## src/rtl/clk_rst_seq.sv

```systemverilog
// Clock-enable / staggered-reset sequencer fed by the MMCM wrapper clock and LOCKED.
// Waits for a stable lock, releases channels one by one, and re-sequences on lock loss or soft_rst.

module clk_rst_seq_ch #(
  parameter int DIV_W = 8
) (
  input  logic             clk,
  input  logic             rst_n,
  input  logic             rst_i,
  input  logic             rst_nxt_i,
  input  logic [DIV_W-1:0] div_i,
  output logic             ce_o
);
  localparam logic [DIV_W-1:0] ONE = DIV_W'(1);

  logic [DIV_W-1:0] cnt_q, cnt_d;
  logic             ce_q, ce_d, hit;

  // Ratios 0 and 1 both mean "enable every cycle".
  always_comb begin
    hit   = (div_i <= ONE) || (cnt_q == div_i - ONE);
    cnt_d = (rst_i || rst_nxt_i || hit) ? '0 : cnt_q + ONE;
    ce_d  = !rst_i && !rst_nxt_i && hit;
  end

  always_ff @(posedge clk or negedge rst_n) begin
    if (!rst_n) begin
      cnt_q <= '0;
      ce_q  <= 1'b0;
    end else begin
      cnt_q <= cnt_d;
      ce_q  <= ce_d;
    end
  end

  assign ce_o = ce_q;
endmodule

module clk_rst_seq #(
  parameter int NUM_CH    = 4,
  parameter int DIV_W     = 8,
  parameter int LOCK_WAIT = 1024,
  parameter int STAGGER   = 16,
  parameter int CNT_W     = 8
) (
  input  logic                    clk,
  input  logic                    rst_n,
  input  logic                    locked,
  input  logic                    soft_rst,
  input  logic [NUM_CH*DIV_W-1:0] div_ratio,
  output logic [NUM_CH-1:0]       rst_out,
  output logic [NUM_CH-1:0]       ce_out,
  output logic                    ready,
  output logic [CNT_W-1:0]        lock_loss_cnt
);
  localparam int SW = (LOCK_WAIT > 1) ? $clog2(LOCK_WAIT) : 1;
  localparam int GW = (STAGGER > 1) ? $clog2(STAGGER) : 1;
  localparam int CW = (NUM_CH > 1) ? $clog2(NUM_CH) : 1;
  localparam logic [SW-1:0] LW_M1 = SW'(LOCK_WAIT - 1);
  localparam logic [GW-1:0] ST_M1 = GW'(STAGGER - 1);
  localparam logic [CW-1:0] NC_M1 = CW'(NUM_CH - 1);

  typedef enum logic [1:0] {WAIT_LOCK, STABLE, RELEASE, RUN} state_t;

  state_t                    state_q, state_d;
  logic [1:0]                sync_q;
  logic [SW-1:0]             stable_q, stable_d;
  logic [GW-1:0]             stag_q, stag_d;
  logic [CW-1:0]             ch_q, ch_d;
  logic [NUM_CH-1:0]         rst_q, rst_d;
  logic                      ready_q, ready_d;
  logic [NUM_CH*DIV_W-1:0]   div_q, div_d;
  logic [CNT_W-1:0]          llc_q, llc_d;
  logic                      locked_s, abort;

  assign locked_s = sync_q[1];
  assign abort    = ((state_q == RELEASE) || (state_q == RUN)) && (!locked_s || soft_rst);

  always_ff @(posedge clk or negedge rst_n) begin
    if (!rst_n) begin
      state_q  <= WAIT_LOCK;
      sync_q   <= '0;
      stable_q <= '0;
      stag_q   <= '0;
      ch_q     <= '0;
      rst_q    <= '1;
      ready_q  <= 1'b0;
      div_q    <= '0;
      llc_q    <= '0;
    end else begin
      state_q  <= state_d;
      sync_q   <= {sync_q[0], locked};
      stable_q <= stable_d;
      stag_q   <= stag_d;
      ch_q     <= ch_d;
      rst_q    <= rst_d;
      ready_q  <= ready_d;
      div_q    <= div_d;
      llc_q    <= llc_d;
    end
  end

  always_comb begin
    state_d = state_q;
    case (state_q)
      WAIT_LOCK: if (locked_s) state_d = STABLE;
      STABLE: begin
        if (!locked_s)                           state_d = WAIT_LOCK;
        else if (!soft_rst && stable_q == LW_M1) state_d = RELEASE;
      end
      RELEASE: begin
        if (abort)                                 state_d = WAIT_LOCK;
        else if (stag_q == ST_M1 && ch_q == NC_M1) state_d = RUN;
      end
      RUN:     if (abort) state_d = WAIT_LOCK;
      default: state_d = WAIT_LOCK;
    endcase
  end

  always_comb begin
    rst_d    = rst_q;
    ready_d  = ready_q;
    stable_d = stable_q;
    stag_d   = stag_q;
    ch_d     = ch_q;
    div_d    = div_q;
    llc_d    = llc_q;
    case (state_q)
      WAIT_LOCK: begin
        rst_d    = '1;
        ready_d  = 1'b0;
        stable_d = '0;
      end
      STABLE: begin
        if (!locked_s || soft_rst) stable_d = '0;
        else if (stable_q == LW_M1) begin
          rst_d[0] = 1'b0;
          ch_d     = '0;
          stag_d   = '0;
          div_d    = div_ratio;
        end else stable_d = stable_q + SW'(1);
      end
      RELEASE: begin
        if (!abort) begin
          if (stag_q == ST_M1) begin
            stag_d = '0;
            if (ch_q != NC_M1) begin
              ch_d = ch_q + CW'(1);
              for (int k = 0; k < NUM_CH; k++)
                if (ch_d == CW'(k)) rst_d[k] = 1'b0;
            end else ready_d = 1'b1;
          end else stag_d = stag_q + GW'(1);
        end
      end
      default: ;
    endcase
    // Only a real lock loss is counted; a coincident soft_rst does not add a second count.
    if (abort) begin
      rst_d   = '1;
      ready_d = 1'b0;
      if (!locked_s && llc_q != {CNT_W{1'b1}}) llc_d = llc_q + CNT_W'(1);
    end
  end

  for (genvar i = 0; i < NUM_CH; i++) begin : g_ch
    clk_rst_seq_ch #(.DIV_W(DIV_W)) u_ch (
      .clk       (clk),
      .rst_n     (rst_n),
      .rst_i     (rst_q[i]),
      .rst_nxt_i (rst_d[i]),
      .div_i     (div_q[i*DIV_W +: DIV_W]),
      .ce_o      (ce_out[i])
    );
  end

  assign rst_out       = rst_q;
  assign ready         = ready_q;
  assign lock_loss_cnt = llc_q;
endmodule

```

## config.mk

```make
export PLATFORM = sky130hd
export DESIGN_NAME = clk_rst_seq
export DESIGN_NICKNAME = d
export VERILOG_FILES = /design/src/rtl/clk_rst_seq.sv
export SDC_FILE = /design/constraint.sdc
export NUM_CORES = 1
export LEC_CHECK = 0
export BUFFER_PORTS_ARGS = -buffer_cell sky130_fd_sc_hd__buf_2
export CORE_MARGIN = 8
export CORE_UTILIZATION = 45
export CTS_BUF_LIST = sky130_fd_sc_hd__clkbuf_16
export DETAILED_ROUTE_END_ITERATION = 7
export GPL_TIMING_DRIVEN = 1
export MAX_ROUTING_LAYER = met4
export PLACE_DENSITY = 0.68
export SETUP_SLACK_MARGIN = 0.02
export SYNTH_ARGS = -nofsm -noshare
export SYNTH_HDL_FRONTEND = slang
export SYNTH_HIERARCHICAL = 1
export SYNTH_SLANG_ARGS = --single-unit
```

## constraint.sdc

```tcl
create_clock -name clk -period 1.9 [get_ports clk]
set_input_delay 0.38 -clock clk [delete_from_list [all_inputs] [get_ports clk]]
set_output_delay 0.38 -clock clk [all_outputs]
set_load 0.01 [all_outputs]
```

==> results of run 1 <==
==> stage by stage <==
| stage | hold WS [ps] | cells |
|---|---|---|
| 6_report | 140 | 795 |
| 5_1_grt | 124 | 795 |
| 4_1_cts | 128 | 787 |
| 3_5_place_dp | 337 | 770 |
| 3_3_place_gp | 335 | 770 |
| 2_1_floorplan | 84.4 | 519 |
==> layout make-up <==
class / count / area, um2 / area share (%)
clock buffers: 9 / 225 / 3.18
clock inverters: 7 / 90.1 / 1.27
inverters: 19 / 71.3 / 1.01
multi-input cells: 386 / 3210 / 45.3
flip-flops and latches: 101 / 2530 / 35.8
well taps: 172 / 215 / 3.04
repair buffers: 101 / 741 / 10.5
==> synth_stat cells, drive strengths merged, types with 4 or more instances <==
cell type / number / area share [%]
nor2: 37 / 2.4
a21oi: 15 / 1.3
o21ai: 7 / 0.62
a31oi: 5 / 0.55
xnor2: 34 / 5.2
nand3: 32 / 2.8
clkbuf: 5 / 0.33
nand2: 26 / 2.1
nor4: 9 / 2.4
or4: 9 / 1.6
xor2: 43 / 6.6
or2: 4 / 0.44
and3: 11 / 1.2
nor3b: 5 / 0.93
nor3: 45 / 5.8
dfstp: 4 / 1.9
mux2: 33 / 6.5
ha: 18 / 4.0
o21a: 5 / 0.66
or3: 4 / 0.46
nor2b: 4 / 0.44
buf: 8 / 1.3
dfrtp: 97 / 43
inv: 16 / 1.1
==> flip-flops by register name (all words and copies together), names as in the netlist <==
name	count
g_ch.u_ch/cnt_q	32
g_ch.u_ch/ce_o	4
lock_loss_cnt	8
sync_q	2
ch_q	2
rst_out	4
ready	1
div_q	32
stag_q	4
state_q	2
stable_q	10
==> power breakdown <==
| part | switching (mW) | internal [mW] | leakage [nW] |
|---|---|---|---|
| Combinational | 0.0660 | 0.0440 | 1.82 |
| Sequential | 0.00688 | 2.15 | 1.38 |
| Clock | 0.811 | 1.15 | 0.151 |
| Total | 0.884 | 3.34 | 3.35 |
==> cells in the final DEF, fill, tap and decap left out, types with 14 or more instances in the layout <==
cell type | Yosys | layout
buf_4 | 0 | 37
xor2_1 | 43 | 43
inv_1 | 16 | 15
dfrtp_1 | 97 | 95
xnor2_1 | 34 | 32
nand3_1 | 32 | 31
nand2_1 | 23 | 23
buf_2 | 1 | 51
nor3_2 | 21 | 31
nor3_1 | 24 | 14
a21oi_1 | 15 | 15
ha_1 | 18 | 15
mux2_2 | 31 | 31
nor2_1 | 37 | 31
==> routing by layer <==
| layer | share of wire (%) | routed length, um | up-vias | track usage (%) |
|---|---|---|---|---|
| met1 | 46 | 5710 | 2076 | 19.1 |
| met5 | 0 | 0 | - | - |
| met3 | 3.7 | 456 | 20 | 3.49 |
| met2 | 49 | 6060 | 72 | 25.3 |
| li1 | - | - | 2042 | - |
| met4 | 2.1 | 259 | 0 | 6.92 |
==> worst max-delay path: cells and delay by family, from the launching register on <==
kind                      cells  cell delay, ps
xor gates and xnor gates      1             140
and+or+nand+nor               2             740
AOI/OAI and AO/OA             2             420
buffers and inverters         1             130
DFF                           1             390
==> cell families (layout without fill, tap and decap cells) <==
| family | Yosys count | in the layout | synth area share, % |
|---|---|---|---|
| xor gates and xnor gates | 77 | 77 | 11.9 |
| adders and majority gates | 18 | 18 | 3.97 |
| AOI/OAI and AO/OA | 55 | 55 | 6.61 |
| DFF | 101 | 101 | 44.6 |
| muxes | 33 | 33 | 6.55 |
| buffers and inverters | 32 | 136 | 2.93 |
| and+or+nand+nor | 203 | 203 | 23.5 |
==> how the worst min path moves through the flow <==
stage | startpoint | end | depth (start not counted)
6_report | locked | sync_q[0]$_DFF_PN0_ | 1
5_1_grt | locked | sync_q[0]$_DFF_PN0_ | 1
4_1_cts | locked | sync_q[0]$_DFF_PN0_ | 1
3_5_place_dp | rst_n | stable_q[4]$_DFFE_PN0P_ | 1
3_3_place_gp | sync_q[0]$_DFF_PN0_ | sync_q[1]$_DFF_PN0_ | 0
2_1_floorplan | rst_n | ch_q[0]$_DFFE_PN0P_ | 0
==> what timing repair did <==
item	in CTS	in global routing
buffers inserted	0	5
gates cloned	0	3
pin swaps	2	14
endpoints found under the hold margin	25	0
resized for setup	6	44
hold buffers	1	0
setup endpoints to repair	15	69
==> flow_metrics.py, run 1 <==
metrics = {
    "drt": {
        "drcViolationCount": 0,
        "detailedRoute.firstIterationViolations": 222,
        "drt-total-wl_mm": 12.5,
        "ant_nets": 0,
        "viasPerCell": 5.30,
        "drt-pass1-iter-count": 4,
        "num_vias": 4210,
        "wl_per_cell_um": 15.7,
    },
    "worst_setup_path": {
        "path_class": "reg2reg",
        "cp-startpoint": "div_q[12]$_DFFE_PN0P_",
        "r2r-start": "div_q[12]$_DFFE_PN0P_",
        "path_cells": "or4_4, nor4_4, xnor2_1, o2111a_2, buf_12, o21a_1",
        "crit_end": "g_ch[1].u_ch/ce_o$_DFF_PN0_",
        "r2r_end": "g_ch[1].u_ch/ce_o$_DFF_PN0_",
        "cpMaxStageDelayCell": "or4_4",
        "crit_required_ps": 2190,
        "path_max_fanout": 5,
        "crit_path_max_incr_delay_ps": 580,
        "critPathCaptureType": "flip-flop",
        "critPathLaunchType": "flip-flop",
        "worstPathArrival_ps": 2180,
        "r2r_setup_slack_ps": 10,
        "r2r_cells": 6,
    },
    "pwr": {
        "p_per_area_nw_per_um2": 597,
        "total_power_mw": 4.23,
        "ir_worst_vdd_uv": 451,
        "power_leakage_nw": 3.35,
    },
    "placement": {
        "portBuffers": 52,
        "place_area_um2": 6430,
        "gp_congestion": 0.887,
        "pre_cts_ws_ps": -28.0,
        "dp_hpwl_mm": 8.95,
    },
    "synth": {
        "synth_edf_count": 0,
        "ys_types": 61,
        "synthCells": 519,
        "synth_nets": 573,
        "synth-main-ff-cell": "dfrtp_1",
        "yosysSeqAreaShare_pct": 44.6,
        "synth-async-reset-ratio_pct": 100,
        "synth_area_per_cell_um2": 10.9,
        "synth_seq_cells": 101,
        "syn_area_um2": 5680,
        "ys_warn_count": 6,
    },
    "run": {
        "cap_violations": 0,
    },
    "timing": {
        "max_freq_mhz": 530,
        "slew_violations": 0,
        "fin_setup_tns_ps": 0,
        "fin_ws_ps": 13.9,
        "layout_min_cycle_time_ps": 1890,
        "finalSetupViolations": 0,
        "fin_crit_sh_pct": 99.3,
        "fin_skew_ps": 3.69,
        "hold_violations": 0,
        "rsz0062_at_grt": "true",
        "slew_headroom_pct": 68.7,
        "worst_pin_slew_ps": 468,
    },
    "clock_tree": {
        "cts_tree": "done",
        "path_clk_slew_ps": 70,
        "htree_levels": 3,
        "cts-buffers-inserted": 9,
        "clockBufferDepth": 2,
        "clk_latency_ps": 350,
        "clock_sinks": 101,
        "cts_root_buf": "clkbuf_16",
    },
    "floorplanning": {
        "ios": 53,
        "dieArea_um2": 16500,
        "fp.dieH_um": 128,
        "fp.dieW_um": 128,
        "core_area_um2": 12500,
        "start_util_pct": 45.5,
        "rows": 41,
    },
    "grt": {
        "grt_pass1_vias": 4293,
        "track_usage_pct": 15.9,
        "antenna_found_initial": 0,
        "grt_max_degree": 30,
        "grt_pass1_wl_mm": 20.5,
        "overflow": 0,
    },
    "layout": {
        "antennaDiodeCount": 0,
        "stdcell_area_um2": 7080,
        "fill_cells": 1083,
        "post-route-util_pct": 56.8,
        "drive_gt1_share_pct": 37.6,
        "nNetsFinal": 672,
        "syn2layout_area_growth_pct": 24.8,
    },
    "worst_hold_path": {
        "hp-class": "in2reg",
    },
    "outcome": {
        "status": "finished clean",
    },
}
Power figures use the tool's default switching activity.
==> run 2: changes to the inputs <==
--- a/config.mk
+++ b/config.mk
@@ -6,13 +6,15 @@
 export NUM_CORES = 1
 export LEC_CHECK = 0
 export BUFFER_PORTS_ARGS = -buffer_cell sky130_fd_sc_hd__buf_2
+export CELL_PAD_IN_SITES_DETAIL_PLACEMENT = 0
+export CELL_PAD_IN_SITES_GLOBAL_PLACEMENT = 1
 export CORE_MARGIN = 8
-export CORE_UTILIZATION = 45
-export CTS_BUF_LIST = sky130_fd_sc_hd__clkbuf_16
+export CORE_UTILIZATION = 43
+export CTS_BUF_LIST = sky130_fd_sc_hd__clkbuf_8 sky130_fd_sc_hd__clkbuf_16
 export DETAILED_ROUTE_END_ITERATION = 7
 export GPL_TIMING_DRIVEN = 1
 export MAX_ROUTING_LAYER = met4
-export PLACE_DENSITY = 0.68
+export PLACE_DENSITY = 0.78
 export SETUP_SLACK_MARGIN = 0.02
 export SYNTH_ARGS = -nofsm -noshare
 export SYNTH_HDL_FRONTEND = slang
==> flow_metrics.py, run 2 (same netlist as run 1, synthesis figures left out) <==
metrics = {
    "outcome": {
        "status": "finished with violations",
        "violations": "negative setup slack",
    },
    "worst_setup_path": {
        "worstPathArrival_ps": 2190,
        "r2r-start": "div_q[18]$_DFFE_PN0P_",
        "critPathCaptureType": "flip-flop",
        "path_max_fanout": 5,
        "crit_required_ps": 2190,
        "path_cells": "or4_4, nor4_4, xnor2_1, o2111a_2, buf_12, o21a_1",
        "cpMaxStageDelayCell": "or4_4",
        "path_delay_family": "simple AND/OR/NAND/NOR gates",
        "cp-startpoint": "div_q[18]$_DFFE_PN0P_",
        "crit_path_max_incr_delay_ps": 570,
        "critPathLaunchType": "flip-flop",
        "path_class": "reg2reg",
        "path_buf_inv": 1,
    },
    "timing": {
        "fin_crit_sh_pct": 100,
        "hold_violations": 0,
        "layout_min_cycle_time_ps": 1910,
        "rsz0062_at_grt": "true",
        "finalSetupViolations": 5,
        "slew_headroom_pct": 63.6,
        "worst_pin_slew_ps": 546,
        "fin_worst_hold_slack_ps": 6.37,
        "max_freq_mhz": 525,
        "slew_violations": 0,
        "fin_skew_ps": 12.0,
        "fin_ws_ps": -6.14,
    },
    "drt": {
        "detailedRoute.firstIterationViolations": 200,
        "drt-pass1-iter-count": 5,
        "ant_nets": 0,
        "wl_met1_mm": 6.20,
        "drt-total-wl_mm": 13.1,
        "wl_met3_um": 467,
        "top_layer_used": "met4",
        "num_vias": 4287,
        "drcViolationCount": 0,
        "viasPerCell": 5.31,
        "wl_per_cell_um": 16.2,
        "wl_met2_mm": 6.20,
    },
    "pwr": {
        "swShare_pct": 21.4,
        "power_leakage_nw": 3.37,
        "p_int_mw": 3.10,
        "net-switching-power_uw": 845,
        "clkPwrFrac_pct": 42.2,
        "combPwrFrac_pct": 3.0,
        "ir_worst_vdd_uv": 464,
        "p_per_area_nw_per_um2": 551,
        "p_seq_share_pct": 54.8,
    },
    "layout": {
        "stdcell_count": 808,
        "fill_cells": 1124,
        "drive_gt1_share_pct": 38.3,
        "syn2layout_area_growth_pct": 26.2,
        "antennaDiodeCount": 0,
        "final_cell_mix": "dfrtp_1, buf_2, buf_4",
        "stdcell_area_um2": 7160,
        "reg_top3": "div_q (32), g_ch.u_ch/cnt_q (32), stable_q (10)",
        "final_common_cell": "dfrtp_1",
        "nNetsFinal": 682,
    },
    "floorplanning": {
        "ios": 53,
        "core_area_um2": 13100,
        "start_util_pct": 43.4,
        "fp.dieW_um": 131,
        "rows": 42,
        "dieArea_um2": 17100,
        "fp.dieH_um": 131,
    },
    "placement": {
        "gp_congestion": 0.810,
        "dp_hpwl_mm": 9.20,
        "placed_cells": 779,
        "portBuffers": 52,
        "place_area_um2": 6490,
    },
    "clock_tree": {
        "clock_sinks": 101,
        "path_clk_slew_ps": 70,
        "cts-buffers-inserted": 9,
        "cts_tree": "done",
        "htree_levels": 3,
        "clockBufferDepth": 2,
        "cts_hold_buffers": 0,
        "cts_root_buf": "clkbuf_16",
        "clk_latency_ps": 350,
    },
    "worst_hold_path": {
        "hp-class": "in2async",
    },
    "grt": {
        "overflow": 0,
        "grt_pass1_wl_mm": 21.2,
        "antenna_found_initial": 0,
        "grt_pass1_vias": 4448,
        "track_usage_pct": 16.1,
        "grt_max_degree": 39,
    },
    "run": {
        "cap_violations": 0,
    },
}
## run 2: cell types whose count changed in the layout (fill, tap and decap cells not counted), moves of 3 or more
cell / change
nor3_4: +5
nor3_2: -8
nor3_1: +3
buf_4: +10
## run 2: worst paths after layout
kind | end | slack, ps | cells after the start
max in group asynchronous | div_q[2]$_DFFE_PN0P_ | 1300 | 2
max reg2reg | g_ch[2].u_ch/ce_o$_DFF_PN0_ | -6 | 6
min in group clk | sync_q[0]$_DFF_PN0_ | 140 | 1
max | g_ch[2].u_ch/ce_o$_DFF_PN0_ | -6 | 6
min | div_q[22]$_DFFE_PN0P_ | 6 | 1
min reg2reg | sync_q[1]$_DFF_PN0_ | 370 | 0
## run 2: layout make-up
class	instances	area (um2)	share of cell area, %
clock buffers	10	239	3.34
inverters	19	71.3	0.996
multi-input cells	386	3240	45.3
clock inverters	5	21.3	0.297
flip-flops and latches	101	2530	35.4
repair buffers	111	835	11.7
well taps	176	220	3.07
## run 2: worst reg2reg max path, stage by stage, from the launching register on
cell and delay, ps:
dfrtp_1 380, or4_4 570, nor4_4 170, xnor2_1 170, o2111a_2 300, buf_12 140
o21a_1 110
## run 2: layer usage
layer	up-vias	global-route usage (%)
li1	2068	-
met1	2143	19.6
met2	62	25.9
met3	14	3.81
met4	0	5.33
met5	-	-
## run 2: power groups by stage
stage	logic (mW)	clock network, mW	registers (mW)
finish	0.117	1.67	2.16
global route	0.134	1.80	2.16
CTS	0.122	1.72	2.16
detailed placement	0.121	0	2.20
global placement	0.118	0	2.20
floorplan	0.0181	0	2.20
## run 2: timing repair
action                                  in CTS  in global routing
pin swaps                                    4                 34
gates resized for setup                      4                 52
gates cloned                                 0                  3
setup buffers                                0                 11
endpoints found under the setup margin      11                 66
## run 2: stage by stage
stage	util [%]	power, mW	setup TNS (ps)	setup WS [ps]
floorplan	-	2.22	0	31.8
global placement	49.6	2.32	0	60.0
detailed placement	49.6	2.32	-60.4	-15.2
CTS	51.7	4.00	0	12.6
global route	54.7	4.10	-1640	-82.6
finish	54.7	3.94	-20.8	-6.14
